===== src/rtl/uart_tx_arbiter_if.sv =====
// rtl/uart_tx_arbiter_if.sv - requester-side byte handshake bundle for uart_tx_arbiter
//
// Purpose: groups the N_REQ byte sources' valid/data/ready signals.
// Signals:
//   req_valid [N_REQ]    requester i has a byte pending
//   req_data  [8*N_REQ]  byte of requester i at bits [8i+7:8i]
//   req_ready [N_REQ]    one-hot acceptance strobe from the arbiter
// Modports:
//   master  byte producers (drive valid/data, observe ready)
//   slave   arbiter (observe valid/data, drive ready)
interface uart_tx_arbiter_if #(
  parameter int N_REQ = 4
);
  logic [N_REQ-1:0]   req_valid;
  logic [8*N_REQ-1:0] req_data;
  logic [N_REQ-1:0]   req_ready;

  modport master (output req_valid, output req_data, input req_ready);
  modport slave  (input req_valid, input req_data, output req_ready);
endinterface


===== src/rtl/uart_tx_arbiter.sv =====
// rtl/uart_tx_arbiter.sv - round-robin scheduler sharing one 8N1 transmitter among N_REQ byte sources
//
// Purpose: grants one requester at a time, latches its byte and launches
// the frame on the transmitter; waits for busy to fall plus IDLE_GAP clocks
// before the next grant.
// Ports:
//   clk          system clock, rising edge
//   reset        asynchronous active-low reset
//   req          requester bundle (slave side): req_valid, req_data, req_ready
//   tx_send_req  frame launch request to the transmitter
//   tx_data      byte for the transmitter, held for the whole frame
//   tx_busy      transmitter busy flag
//   active       high from grant until the end of the inter-frame gap
//   active_id    index of the current or last granted requester
//   frame_done   one-cycle pulse when the arbiter first sees busy low
module uart_tx_arbiter #(
  parameter int N_REQ    = 4,
  parameter int IDLE_GAP = 0,
  parameter int ID_W     = $clog2(N_REQ)
) (
  input  logic            clk,
  input  logic            reset,
  uart_tx_arbiter_if.slave req,
  output logic            tx_send_req,
  output logic [7:0]      tx_data,
  input  logic            tx_busy,
  output logic            active,
  output logic [ID_W-1:0] active_id,
  output logic            frame_done
);

  typedef enum logic [1:0] {IDLE, LAUNCH, WAIT_END, GAP} state_t;

  state_t          state;
  state_t          state_nxt;
  logic [ID_W-1:0] rr_ptr;
  logic [7:0]      gap_cnt;
  logic [ID_W-1:0] winner;
  logic            any_valid;
  logic            grant;
  int              idx;

  // Scan from the highest offset down so the requester closest to rr_ptr
  // (in rotating order) is the one left in winner.
  always_comb begin
    winner    = '0;
    any_valid = 1'b0;
    idx       = 0;
    for (int k = N_REQ - 1; k >= 0; k--) begin
      idx = int'(rr_ptr) + k;
      if (idx >= N_REQ) idx = idx - N_REQ;
      if (req.req_valid[idx[ID_W-1:0]]) begin
        winner    = idx[ID_W-1:0];
        any_valid = 1'b1;
      end
    end
  end

  // reset is folded in so the combinational ready stays low while held in reset.
  assign grant = reset && (state == IDLE) && !tx_busy && any_valid;

  always_ff @(posedge clk or negedge reset) begin
    if (!reset) state <= IDLE;
    else        state <= state_nxt;
  end

  always_comb begin
    state_nxt = state;
    case (state)
      IDLE:     if (grant)    state_nxt = LAUNCH;
      LAUNCH:   if (tx_busy)  state_nxt = WAIT_END;
      WAIT_END: if (!tx_busy) state_nxt = (IDLE_GAP == 0) ? IDLE : GAP;
      GAP:      if (gap_cnt <= 8'd1) state_nxt = IDLE;
      default:  state_nxt = IDLE;
    endcase
  end

  always_comb begin
    req.req_ready = '0;
    if (grant) req.req_ready[winner] = 1'b1;
    frame_done = (state == WAIT_END) && !tx_busy;
  end

  always_ff @(posedge clk or negedge reset) begin
    if (!reset) begin
      tx_send_req <= 1'b0;
      tx_data     <= 8'h00;
      active      <= 1'b0;
      active_id   <= '0;
      rr_ptr      <= '0;
      gap_cnt     <= 8'd0;
    end else begin
      case (state)
        IDLE: begin
          if (grant) begin
            tx_data     <= req.req_data[8*winner +: 8];
            active_id   <= winner;
            rr_ptr      <= (winner == ID_W'(N_REQ - 1)) ? '0 : winner + 1'b1;
            active      <= 1'b1;
            tx_send_req <= 1'b1;
          end
        end
        LAUNCH: begin
          if (tx_busy) tx_send_req <= 1'b0;
        end
        WAIT_END: begin
          if (!tx_busy) begin
            if (IDLE_GAP == 0) active  <= 1'b0;
            else               gap_cnt <= 8'(IDLE_GAP);
          end
        end
        GAP: begin
          gap_cnt <= gap_cnt - 8'd1;
          if (gap_cnt <= 8'd1) active <= 1'b0;
        end
        default: ;
      endcase
    end
  end

endmodule

===== src/flat_wrapper.sv =====
// flat-port wrapper written by rule: the top's interface ports become plain ports
module uart_tx_arbiter_flat 
#(
  parameter int N_REQ    = 4,
  parameter int IDLE_GAP = 0,
  parameter int ID_W     = $clog2(N_REQ)
)
  (clk, reset, tx_send_req, tx_data, tx_busy, active, active_id, frame_done, req_req_valid, req_req_data, req_req_ready);
  uart_tx_arbiter_if #(.N_REQ(N_REQ)) req_i ();
  input  logic clk;
  input  logic reset;
  output logic tx_send_req;
  output logic [7:0] tx_data;
  input  logic tx_busy;
  output logic active;
  output logic [ID_W-1:0] active_id;
  output logic frame_done;
  input wire logic [$bits(req_i.req_valid)-1:0] req_req_valid;
  input wire logic [$bits(req_i.req_data)-1:0] req_req_data;
  output wire logic [$bits(req_i.req_ready)-1:0] req_req_ready;
  assign req_i.req_valid = req_req_valid;
  assign req_i.req_data = req_req_data;
  assign req_req_ready = req_i.req_ready;
  uart_tx_arbiter #(.N_REQ(N_REQ), .IDLE_GAP(IDLE_GAP), .ID_W(ID_W)) u_core (.clk(clk), .reset(reset), .req(req_i), .tx_send_req(tx_send_req), .tx_data(tx_data), .tx_busy(tx_busy), .active(active), .active_id(active_id), .frame_done(frame_done));
endmodule

===== config.mk =====
export PLATFORM = sky130hd
export DESIGN_NAME = uart_tx_arbiter_flat
export DESIGN_NICKNAME = d
export VERILOG_FILES = /design/src/rtl/uart_tx_arbiter_if.sv /design/src/rtl/uart_tx_arbiter.sv /design/src/flat_wrapper.sv
export SDC_FILE = /design/constraint.sdc
export NUM_CORES = 1
export LEC_CHECK = 0
export BUFFER_PORTS_ARGS = -buffer_cell sky130_fd_sc_hd__buf_2
export CAP_MARGIN = 5
export CORE_ASPECT_RATIO = 1.1
export CORE_MARGIN = 4
export CORE_UTILIZATION = 45
export DETAILED_ROUTE_END_ITERATION = 16
export PLACE_DENSITY = 0.84
export SLEW_MARGIN = 40
export SYNTH_ARGS = -nofsm -noshare
export SYNTH_HDL_FRONTEND = slang
export SYNTH_SLANG_ARGS = --single-unit

===== constraint.sdc =====
create_clock -name clk -period 2.6 [get_ports clk]
set_input_delay 0.26 -clock clk [delete_from_list [all_inputs] [get_ports clk]]
set_output_delay 0.26 -clock clk [all_outputs]
set_load 0.05 [all_outputs]

## After elaboration in Yosys (flattened, before gate mapping)

Cells that the tools add are included.

- Register bits: 24

- Add/subtract/negate cells: 9
- Magnitude comparators: 11
- Equal/unequal tests: 8
- Shift operators: 1
- Muxes and demuxes: 35
- Reduce and logical (&&, ||, !) cells: 13

Operators with widths:

| kind | number |
|---|---|
| $shiftx 32x6->8 | 1 |
| $mux 2 | 13 |
| $lt 2x3->1 const B | 5 |
| $mux 1 | 13 |
| $ge 3x3->1 const B | 3 |
| $bmux 1 s2 | 4 |
| $le 8x1->1 const B | 1 |
| $pmux 2 s4 | 1 |
| $reduce_and 4->1 | 2 |
| $sub 2x1->2 const B | 4 |
| $sub 8x1->8 const B | 1 |
| $add 2x2->3 const B | 2 |
| $eq 2x2->1 const B | 3 |
| $logic_and 1x1->1 | 5 |
| $mux 4 | 1 |
| $ne 2x1->1 const B | 2 |
| $ne 2x2->1 const B | 2 |
| $add 2x1->3 const B | 1 |
| $ge 2x3->1 const B | 1 |
| $pmux 1 s3 | 1 |
| $reduce_and 3->1 | 1 |
| $reduce_bool 3->1 | 1 |
| $add 2x1->2 const B | 1 |
| $demux 1 s2 | 1 |
| 7 further kinds | 7 |

## Longest topological paths before layout

Gate-level depths: netlist of run 1.

- Depth after elaboration: 14
- Mapped depth: 9
- Gate-level depth less buffers: 7

## Worst setup path after synthesis of run 1

Ideal clock, no wire load.

- Kind: reg-to-output
- Start: reg u_core.rr_ptr[1]
- End: out req_req_ready[3]
- Arrival: 1.608 ns
- Required time: 2.340 ns
- Path slack: 0.732 ns
- Cell stages (with the launch flop): 9
- Buffers on the path: 2
- Path through: dfrtp_1 -> inv_1 -> a21boi_2 -> o221ai_2 -> buf_6 -> buf_12 -> inv_2 -> ha_1 -> and2_1

- Cells in the longest elaborated chain, start to end: 14

RTL lines:

| what | RTL line | source |
|---|---|---|
| start: declaration | uart_tx_arbiter.sv:36 | `logic [ID_W-1:0] rr_ptr;` |
| start signal: assignment | uart_tx_arbiter.sv:98 | `rr_ptr <= (winner == ID_W'(N_REQ - 1)) ? '0 : winner + 1'b1;` |
| $add 2x2->3 | uart_tx_arbiter.sv:50 | `idx = int'(rr_ptr) + k;` |
| $ge 3x3->1 or $sub 2x1->2 (tied branches) | uart_tx_arbiter.sv:51 | `if (idx >= N_REQ) idx = idx - N_REQ;` |
| $mux 2 | uart_tx_arbiter.sv:51 |  |
| $bmux 1 s2 | uart_tx_arbiter.sv:52 | `if (req.req_valid[idx[ID_W-1:0]]) begin` |
| $mux 1 (not written as such) | uart_tx_arbiter.sv:52 |  |
| $mux 2 (3 in series) | uart_tx_arbiter.sv:52 |  |
| $mux 2 * | uart_tx_arbiter.sv:52 |  |
| via u_core.winner[0] | uart_tx_arbiter.sv:38 | `logic [ID_W-1:0] winner;` |
| $lt 2x3->1 (not written as such) or $ge 2x1->1 (tied branches) | uart_tx_arbiter.sv:80 | `if (grant) req.req_ready[winner] = 1'b1;` |
| $logic_and 1x1->1 (not written as such) | uart_tx_arbiter.sv:80 |  |
| $mux 1 (not written as such) | uart_tx_arbiter.sv:80 |  |
| $demux 1 s2 * | n/a |  |
| $mux 4 * | uart_tx_arbiter.sv:80 |  |
| end: declaration | flat_wrapper.sv:20 | `output wire logic [$bits(req_i.req_ready)-1:0] req_req_ready;` |

Mark *: on every way through the listed nets, which the timed path passes. The rest lies on a longest branch. The select of a mux whose other input is x is not followed.

## Worst setup path after layout of run 1

- Start: reg u_core.rr_ptr[1]
- End: out req_req_ready[1]

Same word-level chain as after synthesis.

==> summary.md, run 1 <==
| Metric | Value |
|---|---|
| Fin nets | 238 |
| Hold Vio Cnt, Final | 0 |
| Clk slew on worst S/H paths | 150 ps |
| LEAKAGE | 0.000940 µW |
| Register area | approximately 600 µm² |
| First drt pass iteration count | 4 |
| Placement-stage cell area | 1660 µm² |
| CP top delay family | simple AND/OR/NAND/NOR gates |
| Area Growth Syn to Fin | 25.8% |
| RSZ-0062 raised after global routing | false |
| Number of clock sinks | 24 |
| Core footprint | ~2900 µm² |
| Max FO, Critical Path | 5 |
| Largest area contributor in the netlist | dfrtp_1 |
| HPWL Detailed | 2420 µm |
| Share of the synthesized area in the top cell type | approximately 44% |
| IO Port Bufs | 55 |
| WS Path Type | flop to primary output |
| Initial antenna violation count | 0 |
| Clk_skew | 18.3 ps |
| Clk Latency, worst-skew pair | 340 ps |
| RePlAce Congestion | about 0.79 |
| Worst Hold Class | primary input to flop |
| R2r startpoint | u_core.state[0] |
| Pwr Density | ~1200 nW/µm² |
| Die Wd | 60.6 µm |
| Period utilisation layout | 85.2% |
| Unique cell type count in the Yosys netlist | 32 |
| DR vias | between 1,000 and 1,500 |
| Resized cells post-CTS | 0 |
| Synth Area per Inst | slightly above 10 µm² |
| Max stage delay on crit path | 450 ps |
| Final Max Slew Viols | 0 |
| Multi-input logic area | ~700 µm² |
| CP arrival | 1960 ps |
| # setup viols final | 0 |
| Vias in the first global route | about 1,100 |
| Max Fclk | 0.451 GHz |
| Die H | 65.9 µm |
| Largest net degree at the start of global routing | 18 |
| Layout cells sized above 1 | 35.9% |
| Worst Setup End Kind | primary output |
| Syn Inst Count | 134 |
| Synth top area cells | dfrtp_1 (44%), mux2i_1 (12%), nand2_1 (7.1%), ha_1 (5.5%), o221ai_1 (5.1%) |
| Slowest cell on crit path | dfrtp_1 |
| Yosys warning count | 0 |
| Flops & latches, synth | 24 |
| Placed cells | 220 |
| DR vias/cell | 5.18 |
| Clock Tree Root | clkbuf_4 |
| Ports | 56 |
| WL/cell | 13.8 µm |
| Die ar. | 3990 µm² |
| CP required | 2340 ps |
| Detail Route Antenna Nets | 0 |
| N_diodes | 0 |
| Status | finished clean |
| # DRC | 0 |
| Initial core utilization | approximately half |
| Critical path cell sequence | nor3b_1, a211o_1, nor2b_4, clkinv_1, ha_1, and2_1, buf_2 |
| CP startpoint kind | flop |
| TritonCTS Buffers | 3 |
| Worst setup path startpoint | u_core.rr_ptr[1] |
| Slew of the pin with the lowest slew margin | 702 ps |
| Fillers | about 260 |
| Netlist Area Pre-Place | 1370 µm² |
| Fin worst setup slack | 385 ps |
| Worst Path Buf+Inv | 2 |
| CTS H-tree depth | 1 |
| # rows | 20 |
| VDD IR max | 0.710 mV |
| 1st-iter DRT viols | 56 |
| Max Cap Viol | 0 |
| Post-route cell area | around 1700 µm² |
| Setup TNS | 0 ps |
| Syn nets | 179 |
| Total power after layout | 2010 µW |
| Min Tclk post-route | 2220 ps |
| Worst slew margin | 53.1% |
| HP Start | req_req_data[0] |
| Total global routing overflow | 0 |
| Overall routing resource usage | 16.7% |
| First-pass GRT wire length | just over 5000 µm |
| Clock Path Buffers | 2 |
| CTS tree | done |
| Post-synthesis sequential area ratio | 43.8% |
| Non-Filler Instances | about 230 |
| Final wirelength | 3110 µm |
| Setup slack at placement | 745 ps |
-- kinds of logic (layout without fill, tap and decap cells) --
| family | Yosys count | in the layout | synth area share, % |
|---|---|---|---|
| xor+xnor | 6 | 6 | 3.84 |
| buf+inv | 10 | 68 | 4.66 |
| mux | 17 | 17 | 12.4 |
| compound gates | 18 | 18 | 10.7 |
| flops | 24 | 24 | 43.8 |
| simple gates | 53 | 53 | 19.1 |
| fa+ha+maj | 6 | 6 | 5.48 |
-- cell usage in the layout, fill, tap and decap left out --
cell	n
inv_2	1
or2_2	1
a21boi_2	1
buf_4	2
xor2_1	3
mux2i_1	17
nor3_1	2
and4_1	1
nor3b_1	1
o221ai_1	8
clkbuf_4	3
nor4_1	2
o21ai_0	5
dfrtp_1	24
nand2b_1	2
nand3_1	2
buf_2	55
clkinv_1	1
xnor2_1	3
inv_1	4
o221ai_2	1
dlygate4sd3_1	1
nand4_1	1
a311oi_1	1
nor2_1	7
and2_1	4
nor2b_4	1
ha_1	6
a211o_1	1
o31ai_1	1
nand2_1	26
bufinv_16	1
nor4_2	1
nand2_2	2
-- cell type report --
cell class,count,area share (%)
Multi-Input combinational cell,100,41.0
Sequential cell,24,34.9
Timing Repair Buffer,58,17.4
Tap cell,33,2.40
Clock inverter,1,1.74
Clock buffer,3,1.31
Inverter,6,1.31
-- power by group --
group          internal, µW  leakage [µW]  switching (µW)
Clock                   156     0.0000279             123
Sequential              546      0.000299             147
Combinational           333      0.000613             701
-- timing repair --
action,CTS,global route
endpoints found under the setup margin,0,0
setup buffers,0,0
hold endpoints to repair,9,0
hold buffers,1,0
-- through the flow --
step                      utilization [%]  hold slack (ps)
after floorplan                         -            -35.6
after global placement               58.2              141
after detailed placement             58.2              137
after CTS                            60.4              228
after global routing                 60.4              265
final                                60.4              221
-- layer usage --
| layer | global-route usage [%] | vias up | part of all wire (%) |
|---|---|---|---|
| met3 | 1.95 | 4 | 4.0 |
| met4 | 6.50 | 0 | 1.5 |
| met2 | 27.8 | 30 | 53 |
| li1 | - | 588 | - |
| met5 | 0 | - | 0 |
| met1 | 21.8 | 544 | 42 |
-- final timing paths --
| check | endpoint | slack [ps] | cells after the start |
|---|---|---|---|
| setup / recovery | req_req_ready[1] | 380 | 7 |
| hold / removal | u_core.tx_data[0] | 220 | 3 |
| max in group asynchronous | u_core.gap_cnt[1] | 1830 | 3 |
| min in group asynchronous | u_core.gap_cnt[4] | 280 | 2 |
| setup reg to reg | u_core.rr_ptr[0] | 820 | 3 |
| hold reg to reg | u_core.gap_cnt[7] | 490 | 1 |
-- worst min-delay path, stage by stage --
cell and delay (ps):
buf_2 80, mux2i_1 60, o221ai_1 130
-- synthesized netlist by cell type (all sizes together) --
library cell	instances
nand2	28
nor3	2
clkinv	1
xor2	3
a21boi	1
and2	4
a311oi	1
nor2b	1
buf	4
nor4	3
nand4	1
nand3	2
mux2i	17
o21ai	5
and4	1
nor3b	1
nor2	7
dfrtp	24
o221ai	9
ha	6
nand2b	2
o31ai	1
a211o	1
or2	1
inv	5
xnor2	3
-- registers in the layout (all words and copies together) (netlist names) --
register and cells:
u_core.rr_ptr 2, u_core.tx_data 8, u_core.gap_cnt 8, u_core.active 1
u_core.active_id 2, u_core.tx_send_req 1, u_core.state 2
Power figures use the tool's default switching activity.
==> run 2: changes to the inputs <==
==> constraint.sdc (replaced) <==
create_clock -name clk -period 2.6 [get_ports clk]
set_input_delay 0.39 -clock clk [delete_from_list [all_inputs] [get_ports clk]]
set_output_delay 0.39 -clock clk [all_outputs]
set_load 0.05 [all_outputs]
==> run 2 against run 1 <==
Against the previous run: worst setup slack got worse by 130 ps; hold slack gained 160 ps; clock-buffer cell count increased by 1.
==> summary.md, run 2 (synthesis results as in run 1) <==
| Metric | Value |
|---|---|
| WL/cell | 12.8 µm |
| CTS H-tree depth | 1 |
| Ports | 56 |
| Sw Share | 49.3% |
| # rows | 20 |
| DR vias | 1,161 |
| Status | finished clean |
| Utilization after layout | 59.8% |
| Comb power frac | 53.5% |
| GR Layer Usage met2 | 26.2% |
| Core footprint | 2850 µm² |
| GR Util met1 | 20.1% |
| Register area | about 600 µm² |
| Commonest non-fill, non-tap cells in the layout | buf_2 (55), nand2_1 (26), dfrtp_1 (24), mux2i_1 (17), o221ai_1 (8) |
| RePlAce Congestion | roughly 0.77 |
| Largest regs | u_core.gap_cnt: 8 flops, u_core.tx_data: 8 flops |
| Overall routing resource usage | between 15 and 20% |
| TritonCTS Buffers | 3 |
| Fin nets | 238 |
| DR vias/cell | 5.16 |
| Vias in the first global route | 1,092 |
| Clk_skew | 2.24 ps |
| Multi-input logic area | 706 µm² |
| HPWL Detailed | 2340 µm |
| First drt pass iteration count | 4 |
| Detail Route Antenna Nets | 0 |
| Clk Latency, worst-skew pair | 310 ps |
| Commonest non-fill, non-tap cell in the layout | buf_2 |
| Clock Tree Root | clkbuf_4 |
| Die Wd | 60.6 µm |
| CP required | 2210 ps |
| IO Port Bufs | 55 |
| N_diodes | 0 |
| Largest net degree at the start of global routing | 18 |
| # DRC | 0 |
| Worst Hold Class | primary input to flop |
| Internal power | 963 µW |
| Psw | 937 µW |
| Post-CTS Setup Repair Bufs | 0 |
| WS Path Type | primary input to primary output |
| Number of clock sinks | 24 |
| Max FO, Critical Path | 12 |
| Clock power frac | 10.1% |
| Die H | ~66 µm |
| LEAKAGE | between 0.0009 and 0.001 µW |
| Area Growth Syn to Fin | 24.6% |
| # setup viols final | 0 |
| Die ar. | 3990 µm² |
| Pwr Density | approximately 1100 nW/µm² |
| Final wirelength | between 2000 and 3000 µm |
| CTS tree | done |
| CP arrival | 1960 ps |
| Final Max Slew Viols | 0 |
| Period utilisation layout | 90.2% |
| Initial antenna violation count | 0 |
| Worst Setup End Kind | primary output |
| 1st-iter DRT viols | 32 |
| Sequential power share | 36.4% |
| Global Route met3 Usage | approximately 2.7% |
| VDD IR max | 0.914 mV |
| Worst slew margin | about half |
| Slew of the pin with the lowest slew margin | 720 ps |
| Hold Vio Cnt, Final | 0 |
| Max Fclk | 0.426 GHz |
| Layout cells sized above 1 | 35.9% |
| Fillers | 250 |
| Total global routing overflow | 0 |
| Clock Path Buffers | 2 |
| CP startpoint kind | primary input |
| Initial core utilization | 48.0% |
| Max Cap Viol | 0 |
| First-pass GRT wire length | 4870 µm |
| Setup TNS | 0 ps |
| Min Tclk post-route | 2350 ps |
| Global route hottest layer | met2 |
| RSZ-0062 raised after global routing | false |
| Clk slew on worst S/H paths | 120 ps |
==> run 2: per-layer routing <==
metal	vias up	wire, µm
li1	590	-
met1	541	1230
met2	28	1510
met3	2	129
met4	0	20
met5	-	0
==> run 2: area by class of cell <==
cell class              count  area share, %
clock buffers               4           2.13
inverters                   6           1.32
flip-flops and latches     24           35.2
well taps                  33           2.42
repair buffers             58           17.6
multi-input cells         100           41.3
==> run 2: worst paths after layout <==
kind,from,to,slack [ps],depth (start not counted)
setup / recovery,reset,req_req_ready[2],250,5
hold / removal,req_req_data[8],u_core.tx_data[0],380,3
setup reg to reg,u_core.state[0],u_core.rr_ptr[0],760,3
hold reg to reg,u_core.gap_cnt[6],u_core.gap_cnt[6],480,1
max in group asynchronous,reset,u_core.tx_data[0],1690,3
min in group asynchronous,reset,u_core.gap_cnt[7],450,2
==> run 2: power groups by stage <==
stage               Sequential (µW)  Clock, µW  Combinational [µW]
floorplan                       985          0                 523
global placement                693          0                1010
detailed placement              696          0                1030
CTS                             692        199                1030
global route                    722        215                1130
finish                          692        192                1020
==> run 2: what timing repair did <==
item / CTS / global route
resized for setup: 0 / 0
hold endpoints to repair: 9 / 0
hold buffers: 1 / 0
==> run 2: stage by stage <==
stage | hold slack, ps | worst slack (ps) | total power [µW] | cell area [µm²] | instances
3_3_place_gp | 266 | 576 | 1700 | 1660 | 220
4_1_cts | 368 | 213 | 1920 | 1710 | 225
5_1_grt | 376 | 101 | 2070 | 1710 | 225
6_report | 377 | 254 | 1900 | 1710 | 225
2_1_floorplan | 94.4 | 602 | 1510 | 1370 | 134
3_5_place_dp | 267 | 527 | 1730 | 1660 | 220
==> run 2: worst max-delay path, cell delays in order <==
cell           delay (ps)
dlygate4sd3_1         520
buf_2                 240
and4_1                380
and2_1                160
buf_2                 250
